$ cat src/rtl/forwarding_unit_2_reg_pkg.sv
// ---------------------------------------------------------------------------
// fwd_pkg
//   Shared definitions for the store-path forwarding detector.
//   REG_ADDR_W : default width of a register index field.
//   reg_idx_t  : register index type.
//   idx_is_zero: true when an index names the hard-wired zero register.
// ---------------------------------------------------------------------------
package fwd_pkg;

    localparam int unsigned REG_ADDR_W = 5;

    typedef logic [REG_ADDR_W-1:0] reg_idx_t;

    function automatic logic idx_is_zero(input reg_idx_t idx);
        return (idx == '0);
    endfunction

endpackage

$ cat src/rtl/forwarding_unit_2_reg_if.sv
// ---------------------------------------------------------------------------
// forwarding_unit_2_reg_if
//   Bundles the pipeline-register fields that the forwarding detector
//   observes, together with the two operand-select flags it returns.
//   master : pipeline side. It drives the indices and enables, and it
//            receives Sel_A and Sel_B.
//   slave  : detector side. It receives the indices and enables, and it
//            drives Sel_A and Sel_B.
// ---------------------------------------------------------------------------
interface forwarding_unit_2_reg_if #(
    parameter int unsigned REG_ADDR_W = fwd_pkg::REG_ADDR_W
);

    logic                  EX_MEM_MemWrite;
    logic                  MEM_WB_RegWrite;
    logic [REG_ADDR_W-1:0] ID_EX_Rs1;
    logic [REG_ADDR_W-1:0] ID_EX_Rs2;
    logic [REG_ADDR_W-1:0] EX_MEM_Rd;
    logic                  Sel_A;
    logic                  Sel_B;

    modport master (
        output EX_MEM_MemWrite,
        output MEM_WB_RegWrite,
        output ID_EX_Rs1,
        output ID_EX_Rs2,
        output EX_MEM_Rd,
        input  Sel_A,
        input  Sel_B
    );

    modport slave (
        input  EX_MEM_MemWrite,
        input  MEM_WB_RegWrite,
        input  ID_EX_Rs1,
        input  ID_EX_Rs2,
        input  EX_MEM_Rd,
        output Sel_A,
        output Sel_B
    );

endinterface

$ cat src/rtl/forwarding_unit_2_reg_match.sv
// ---------------------------------------------------------------------------
// fwd_match
//   Single-operand index comparator.
//   src : source register index of the younger instruction.
//   dst : destination register index of the older instruction.
//   en  : qualified enable. It already includes the zero-register guard.
//   hit : en and an exact full-width match of src and dst.
// ---------------------------------------------------------------------------
module fwd_match #(
    parameter int unsigned W = 5
) (
    input  logic [W-1:0] src,
    input  logic [W-1:0] dst,
    input  logic         en,
    output logic         hit
);

    logic w_eq;

    assign w_eq = (src == dst);
    assign hit  = en & w_eq;

endmodule

$ cat src/rtl/forwarding_unit_2_reg.sv
// ---------------------------------------------------------------------------
// forwarding_unit_2_reg
//   Store-path forwarding detector. When the EX/MEM instruction is a store
//   and the register-write qualifier is set, each ID/EX source index is
//   compared against the EX/MEM destination index. The per-operand select
//   flags are registered, so they appear one cycle after the inputs.
//   clk   : pipeline clock, rising-edge active.
//   reset : asynchronous, active-high. Clears both select flops.
//   bus   : slave side of forwarding_unit_2_reg_if. It carries
//           EX_MEM_MemWrite, MEM_WB_RegWrite, ID_EX_Rs1, ID_EX_Rs2 and
//           EX_MEM_Rd in, and Sel_A and Sel_B out.
// Parameters:
//   REG_ADDR_W     : register index width.
//   ZERO_REG_GUARD : when set, destination index 0 never forwards.
// ---------------------------------------------------------------------------
module forwarding_unit_2_reg #(
    parameter int unsigned REG_ADDR_W     = 5,
    parameter bit          ZERO_REG_GUARD = 1'b1
) (
    input  logic                          clk,
    input  logic                          reset,
    forwarding_unit_2_reg_if.slave        bus
);

    import fwd_pkg::*;

    logic w_en;
    logic w_nz;
    logic w_fwd_en;
    logic w_hit_a;
    logic w_hit_b;
    logic r_sel_a;
    logic r_sel_b;

    assign w_en = bus.EX_MEM_MemWrite & bus.MEM_WB_RegWrite;

    // x0 is hard-wired. A write to x0 must never be treated as a producer.
    always_comb begin
        w_nz = 1'b1;
        if (ZERO_REG_GUARD)
            w_nz = (bus.EX_MEM_Rd != '0);
    end

    // The zero guard is shared by both operands, so it is folded into the
    // enable once instead of being repeated in each comparator.
    assign w_fwd_en = w_en & w_nz;

    fwd_match #(.W(REG_ADDR_W)) u_match_rs1 (
        .src (bus.ID_EX_Rs1),
        .dst (bus.EX_MEM_Rd),
        .en  (w_fwd_en),
        .hit (w_hit_a)
    );

    fwd_match #(.W(REG_ADDR_W)) u_match_rs2 (
        .src (bus.ID_EX_Rs2),
        .dst (bus.EX_MEM_Rd),
        .en  (w_fwd_en),
        .hit (w_hit_b)
    );

    always_ff @(posedge clk or posedge reset) begin
        if (reset) begin
            r_sel_a <= 1'b0;
            r_sel_b <= 1'b0;
        end else begin
            r_sel_a <= w_hit_a;
            r_sel_b <= w_hit_b;
        end
    end

    assign bus.Sel_A = r_sel_a;
    assign bus.Sel_B = r_sel_b;

endmodule

$ cat src/flat_wrapper.sv
// flat-port wrapper written by rule: the top's interface ports become plain ports
module forwarding_unit_2_reg_flat import fwd_pkg::*;
#(
    parameter int unsigned REG_ADDR_W     = 5,
    parameter bit          ZERO_REG_GUARD = 1'b1
)
  (clk, reset, bus_EX_MEM_MemWrite, bus_MEM_WB_RegWrite, bus_ID_EX_Rs1, bus_ID_EX_Rs2, bus_EX_MEM_Rd, bus_Sel_A, bus_Sel_B);
  forwarding_unit_2_reg_if #(.REG_ADDR_W(REG_ADDR_W)) bus_i ();
  input  logic clk;
  input  logic reset;
  input wire logic [$bits(bus_i.EX_MEM_MemWrite)-1:0] bus_EX_MEM_MemWrite;
  input wire logic [$bits(bus_i.MEM_WB_RegWrite)-1:0] bus_MEM_WB_RegWrite;
  input wire logic [$bits(bus_i.ID_EX_Rs1)-1:0] bus_ID_EX_Rs1;
  input wire logic [$bits(bus_i.ID_EX_Rs2)-1:0] bus_ID_EX_Rs2;
  input wire logic [$bits(bus_i.EX_MEM_Rd)-1:0] bus_EX_MEM_Rd;
  output wire logic [$bits(bus_i.Sel_A)-1:0] bus_Sel_A;
  output wire logic [$bits(bus_i.Sel_B)-1:0] bus_Sel_B;
  assign bus_i.EX_MEM_MemWrite = bus_EX_MEM_MemWrite;
  assign bus_i.MEM_WB_RegWrite = bus_MEM_WB_RegWrite;
  assign bus_i.ID_EX_Rs1 = bus_ID_EX_Rs1;
  assign bus_i.ID_EX_Rs2 = bus_ID_EX_Rs2;
  assign bus_i.EX_MEM_Rd = bus_EX_MEM_Rd;
  assign bus_Sel_A = bus_i.Sel_A;
  assign bus_Sel_B = bus_i.Sel_B;
  forwarding_unit_2_reg #(.REG_ADDR_W(REG_ADDR_W), .ZERO_REG_GUARD(ZERO_REG_GUARD)) u_core (.clk(clk), .reset(reset), .bus(bus_i));
endmodule
$ cat config.mk
export PLATFORM = sky130hd
export DESIGN_NAME = forwarding_unit_2_reg_flat
export DESIGN_NICKNAME = d
export VERILOG_FILES = /design/src/rtl/forwarding_unit_2_reg_pkg.sv /design/src/rtl/forwarding_unit_2_reg_if.sv /design/src/rtl/forwarding_unit_2_reg_match.sv /design/src/rtl/forwarding_unit_2_reg.sv /design/src/flat_wrapper.sv
export SDC_FILE = /design/constraint.sdc
export NUM_CORES = 1
export LEC_CHECK = 0
export BUFFER_PORTS_ARGS = -buffer_cell sky130_fd_sc_hd__buf_2
export CAP_MARGIN = 20
export CORE_AREA = 2 2 39 41
export CTS_CLUSTER_SIZE = 20
export DETAILED_ROUTE_END_ITERATION = 10
export DIE_AREA = 0 0 41 43
export GPL_TIMING_DRIVEN = 0
export PLACE_DENSITY = 0.47
export SLEW_MARGIN = 20
export SYNTH_ARGS = -nofsm -noshare
export SYNTH_HDL_FRONTEND = slang
export SYNTH_HIERARCHICAL = 1
export SYNTH_SLANG_ARGS = --single-unit
$ cat constraint.sdc
create_clock -name clk -period 0.8 [get_ports clk]
set_clock_uncertainty 0.15 [all_clocks]
set_input_delay 0.2 -clock clk [delete_from_list [all_inputs] [get_ports clk]]
set_output_delay 0.2 -clock clk [all_outputs]
set_load 0.005 [all_outputs]
Word level (Yosys, flattened, before mapping)
Cells that the tools add are included.

cells by class
  bitwise logic cells = 4
  reductions and logical operators = 1
  equality and inequality tests = 2

operator list
  kind                 count
  5-bit equality test  2
  5-bit nonzero test   1
  1-bit bitwise AND    4

storage, ports and cells
  word-level logic and storage cells = 9
  output and inout bits = 2
  flip-flop bits (word level) = 2
  bits of input ports = 19

Depth between registers and ports, before layout
Gate-level depths: netlist (run 1).

  word-level depth = 3
  mapped depth = 3

By module
Netlist (run 1), hierarchy kept.

by module, submodules not included
  module                 instances  area each (um2)  cells each
  fwd_match              2          56.3             7
  forwarding_unit_2_reg  1          70.1             5

Worst setup path after synthesis (run 1)
No wires, ideal clock.

  path type = input -> register
  start = input port bus_EX_MEM_Rd[3]
  end = register u_core.r_sel_a, in the netlist u_core/bus.Sel_A
  path slack = -0.440 ns
  cell stages on the path = 3
  data arrival time = 0.970 ns
  buffers on the path = 0
  setup time = 0.120 ns
  cell sequence = or3_1 -> o311a_1 -> and3_1

on the way
  cells in the longest elaborated chain, start to end = 3

ends and longest elaborated chain
  element                 line                               source
  start: declaration      flat_wrapper.sv:15                 input wire logic [$bits(bus_i.EX_MEM_Rd)-1:0] bus_EX_MEM_Rd;
  5-bit nonzero test      forwarding_unit_2_reg.sv:41        w_nz = (bus.EX_MEM_Rd != '0);
  1-bit bitwise AND       forwarding_unit_2_reg.sv:46        assign w_fwd_en = w_en & w_nz;
  via u_core.w_fwd_en     forwarding_unit_2_reg.sv:29        logic w_fwd_en;
  1-bit bitwise AND       forwarding_unit_2_reg_match.sv:21  assign hit = en & w_eq;
  via u_core.w_hit_a      forwarding_unit_2_reg.sv:30        logic w_hit_a;
  end signal: assignment  forwarding_unit_2_reg.sv:67        r_sel_a <= w_hit_a;
  end: declaration        forwarding_unit_2_reg.sv:32        logic r_sel_a;

The timed path passes the listed nets, and every way through them passes these cells.

Worst setup path in the final report (run 1)
Ends and elaborated chain as after synthesis.

==> results of run 1 <==
-- cell families (layout without fill, tap and decap cells) --
kind of cell,after synthesis,after routing,share of synthesized area
DFF,2,2,0.274
and+or+nand+nor,5,5,0.171
AOI/OAI and AO/OA,1,1,0.0548
buffers and inverters,1,26,0.0205
xor gates and xnor gates,10,10,0.479
-- worst min-delay path by stage --
stage,from,to,depth (start not counted)
6_report,bus_ID_EX_Rs2[3],u_core/bus.Sel_B$_DFF_PP0_,3
5_1_grt,bus_ID_EX_Rs2[3],u_core/bus.Sel_B$_DFF_PP0_,3
4_1_cts,bus_ID_EX_Rs2[3],u_core/bus.Sel_B$_DFF_PP0_,3
3_5_place_dp,reset,u_core/bus.Sel_A$_DFF_PP0_,2
3_3_place_gp,reset,u_core/bus.Sel_B$_DFF_PP0_,2
2_1_floorplan,reset,u_core/bus.Sel_A$_DFF_PP0_,1
-- metal layers --
layer | vias up | GRT usage | share of wire
li1 | 117 | - | -
met1 | 80 | 0.0767 | 0.42
met2 | 16 | 0.0813 | 0.41
met3 | 2 | 0.0366 | 0.12
met4 | 0 | 0.100 | 0.041
met5 | - | 0 | 0
-- registers in the layout (all words and copies together) (netlist names) --
register and count:
u_core/bus.Sel_A 1, u_core/bus.Sel_B 1
-- cells in the mapped netlist, drive strengths merged --
library cell  number
xor2               8
and3               2
dfrtp              2
nor4               2
xnor2              2
inv                1
o311a              1
or3                1
-- area by class of cell --
class	instances	area, um^2
flip-flops and latches	2	50.0
inverters	1	3.75
repair buffers	22	130
well taps	16	20.0
clock buffers	3	22.5
multi-input cells	16	129
fillers	172	1030
-- worst max-delay path: stages --
cell     delay, ns
buf_6         0.09
or3_1         0.36
o311a_1       0.30
and3_1        0.15
-- per-stage QoR --
step / instances / setup slack, ns
2_1_floorplan: 19 / -0.440
5_1_grt: 60 / -0.358
3_5_place_dp: 55 / -0.614
6_report: 60 / -0.346
4_1_cts: 60 / -0.338
3_3_place_gp: 55 / -0.610
-- power groups by stage --
| stage | sequential (mW) | clock (mW) | combinational, mW |
|---|---|---|---|
| 3_3_place_gp | 0.104 | 0 | 0.106 |
| 3_5_place_dp | 0.104 | 0 | 0.106 |
| 4_1_cts | 0.103 | 0.239 | 0.120 |
| 2_1_floorplan | 0.104 | 0 | 0.0426 |
| 6_report | 0.103 | 0.222 | 0.118 |
| 5_1_grt | 0.103 | 0.251 | 0.132 |
-- what timing repair did --
item	4_1_cts	5_1_grt
gates resized for setup	3	0
hold buffers	1	0
hold endpoints to repair	2	0
gates cloned	0	0
endpoints found under the setup margin	4	4
buffers inserted	1	0
==> results.toml, run 1 <==
[timing]
fin_crit_sh = 1.43
period_minus_slack_ns = 1.15
tns_ns = -1.15
setup_slack_ns = -0.346
grt_setup_unrepaired = "yes"
hold_viol_final = 0
drv_slew = 0
tightest_slew_ns = 0.232
setup_viol = 4
fmax_mhz = 873
maxSlewHeadroom = 0.844
hold_ws_ns = 0.184

[yosys]
synth_seq_cells = 2
synth_cells = 19
yosysTopAreaCell = "xor2_1"
syn_nets = 38
synthTopCellsByArea = "xor2_1, dfrtp_1, xnor2_1"
synth_area_um2 = 183
synth_warnings = 6
synth.top_cell.area_share = 0.384
synthDistinctLibCells = 8
syn_area_per_cell_um2 = 9.61
synth-seq-area-share = 0.274

[pwr]
power_density_nw_per_um2 = 1250
combPwrFrac = 0.267
power_frac_seq = 0.233
sw_frac_of_total = 0.231
p_int_uw = 341
power.switching_uw = 102
finalPower_uw = 443
leakage_nw = 0.198
pwr-share-clk = 0.500
ir_worst_vdd_v = 0.000286

[routing]
antenna_left = 0
route.detailed.drc = 0
postRouteWirelength_um = 514
routedWlPerCell_um = 8.57
drt_iter0_drc = 0
via_per_inst = 3.58
dr_total_vias = 215
first_pass_iters = 1

[global_routing]
grt_max_degree = 4
gr-usage-all-layers = 0.0721
grt_pass1_wl_um = 772
antenna_found_initial = 0
grt_overflow = 0
first_global_vias = 219

[run_status]
outcome = "complete, but fails checks"
violations = "setup timing"

[critical_path]
required_ns = 0.76
endpoint = "u_core/bus.Sel_A$_DFF_PP0_"
worstSetupStartpointType = "input port"
end_kind = "register"
critical_path_class = "in -> reg"
cp_data_arrival_time_ns = 1.10
worstPathMaxFanout = 2
crit_start = "bus_EX_MEM_Rd[3]"

[die]
core-area_um2 = 1380
die_area_um2 = 1760
placementRows = 14
initial_core_util = 0.132
die_h_um = 43
die_w_um = 41
ioPinCount = 21

[layout]
layout-drive-gt1-share = 0.545
design_area_um2 = 355
nets = 65
final_common_cell = "buf_2"
final_core_util = 0.257
final_cell_mix = "buf_2, xor2_1, clkbuf_4"
diodes = 0
area.growth.synth_to_final_pct = 94.5

[clock_tree]
path_clk_slew_ns = 0.03
cts_buffers = 3
htree_levels = 1
clk_root_buffer_cell = "clkbuf_4"
cts.sinks = 2
clockBufferDepth = 2
tritoncts = "yes"

[place]
port_buffers = 20
gp_congestion = 0.660
postPlaceCellArea_um2 = 303

[min_path]
hold_class = "in -> reg"

[run]
cap_violations = 0
Power figures use the tool's default switching activity.
==> inputs of run 2 (changes only) <==
--- a/config.mk
+++ b/config.mk
@@ -8,6 +8,7 @@
 export BUFFER_PORTS_ARGS = -buffer_cell sky130_fd_sc_hd__buf_2
 export CAP_MARGIN = 20
 export CORE_AREA = 2 2 39 41
+export CTS_BUF_LIST = sky130_fd_sc_hd__clkbuf_16
 export CTS_CLUSTER_SIZE = 20
 export DETAILED_ROUTE_END_ITERATION = 10
 export DIE_AREA = 0 0 41 43
==> results.toml, run 2 (synthesis gave the netlist of run 1 again) <==
[run_status]
outcome = "complete, but fails checks"
violations = "setup timing"

[clock_tree]
cts.sinks = 2
clk_root_buffer_cell = "clkbuf_16"
clockBufferDepth = 2
cts_buffers = 3
htree_levels = 1
path_clk_slew_ns = 0.03
tritoncts = "yes"

[routing]
routedWlPerCell_um = 9.07
dr_total_vias = 217
route.detailed.drc = 0
antenna_left = 0
postRouteWirelength_um = 544
drt_iter0_drc = 1
via_per_inst = 3.62
first_pass_iters = 2

[min_path]
hp-start = "bus_ID_EX_Rs2[3]"
whs_endpoint = "u_core/bus.Sel_B$_DFF_PP0_"
hold_class = "in -> reg"
worst_hold_path.num_cells = 3

[timing]
drv_slew = 0
fmax_mhz = 862
setup_viol = 4
tightest_slew_ns = 0.232
setup_slack_ns = -0.361
hold_viol_final = 0
fin_crit_sh = 1.45
period_minus_slack_ns = 1.16
grt_setup_unrepaired = "yes"
maxSlewHeadroom = 0.844

[die]
placementRows = 14
initial_core_util = 0.132
core-area_um2 = 1380
ioPinCount = 21
die_area_um2 = 1760
die_w_um = 41
die_h_um = 43

[pwr]
finalPower_uw = 958
ir_worst_vdd_v = 0.000680
leakage_nw = 0.221
power_density_nw_per_um2 = 2350

[global_routing]
grt.met2_usage = 0.100
antenna_found_initial = 0
grt_max_degree = 4
first_global_vias = 235
grt.met3_usage = 0.0366
gr-usage-all-layers = 0.0741
gr-usage-met1 = 0.0732
grt_overflow = 0
grt-busiest-layer = "met2"
grt_pass1_wl_um = 814

[critical_path]
crit_start = "bus_EX_MEM_Rd[3]"
end_kind = "register"
critical_path_class = "in -> reg"
required_ns = 0.75
cp_data_arrival_time_ns = 1.11
worstPathMaxFanout = 2
worstSetupStartpointType = "input port"

[layout]
fin_cells = 60
layout-drive-gt1-share = 0.545
nets = 65
area.growth.synth_to_final_pct = 123
final_cell_mix = "buf_2, xor2_1, clkbuf_16"
diodes = 0
fillers = 163
final_common_cell = "buf_2"

[place]
gp_congestion = 0.660
dp_cells = 55
port_buffers = 20

[run]
cap_violations = 0
==> run 2: cell type report <==
type | instances | area [um^2] | area share
Inverter | 1 | 3.75 | 0.00920
Timing Repair Buffer | 22 | 130 | 0.319
Clock buffer | 3 | 75.1 | 0.184
Sequential cell | 2 | 50.0 | 0.123
Multi-Input combinational cell | 16 | 129 | 0.316
Tap cell | 16 | 20.0 | 0.0491
==> run 2: metal layers <==
layer	part of all wire	routed length, um
met1	0.39	213
met2	0.48	260
met3	0.13	70
met4	0	0
met5	0	0
==> run 2: what timing repair did <==
item	CTS	global route
hold buffers	1	0
pin swaps	0	0
endpoints found under the hold margin	2	0
setup endpoints to repair	4	4
buffers inserted	1	0
gates resized for setup	3	0
==> run 2: metrics by stage <==
stage	hold WS (ns)	TNS, ns	utilization	worst slack, ns	instance area (um^2)
2_1_floorplan	-0.209	-0.879	-	-0.440	183
3_3_place_gp	-0.101	-1.22	0.219	-0.610	303
3_5_place_dp	-0.101	-1.23	0.219	-0.614	303
4_1_cts	0.182	-1.19	0.295	-0.363	408
5_1_grt	0.205	-1.26	0.295	-0.383	408
6_report	0.191	-1.18	0.295	-0.361	408
==> run 2: how the worst max path moves through the flow <==
stage                                 end  slack, ns  cells after the start
2_1_floorplan  u_core/bus.Sel_A$_DFF_PP0_      -0.44                      3
3_3_place_gp   u_core/bus.Sel_B$_DFF_PP0_      -0.61                      4
6_report       u_core/bus.Sel_A$_DFF_PP0_      -0.36                      4
4_1_cts        u_core/bus.Sel_A$_DFF_PP0_      -0.36                      4
3_5_place_dp   u_core/bus.Sel_A$_DFF_PP0_      -0.61                      4
5_1_grt        u_core/bus.Sel_A$_DFF_PP0_      -0.38                      4
==> run 2: power breakdown <==
| group | total (mW) | internal (mW) | switching [mW] |
|---|---|---|---|
| registers | 0.103 | 0.103 | 0.000239 |
| clock network | 0.736 | 0.635 | 0.102 |
| logic | 0.119 | 0.0725 | 0.0462 |
| total | 0.958 | 0.810 | 0.148 |
==> run 2: worst max-delay path, cell delays in order <==
cell and delay (ns):
buf_6 0.09, or3_1 0.36, o311a_1 0.30, and3_1 0.16
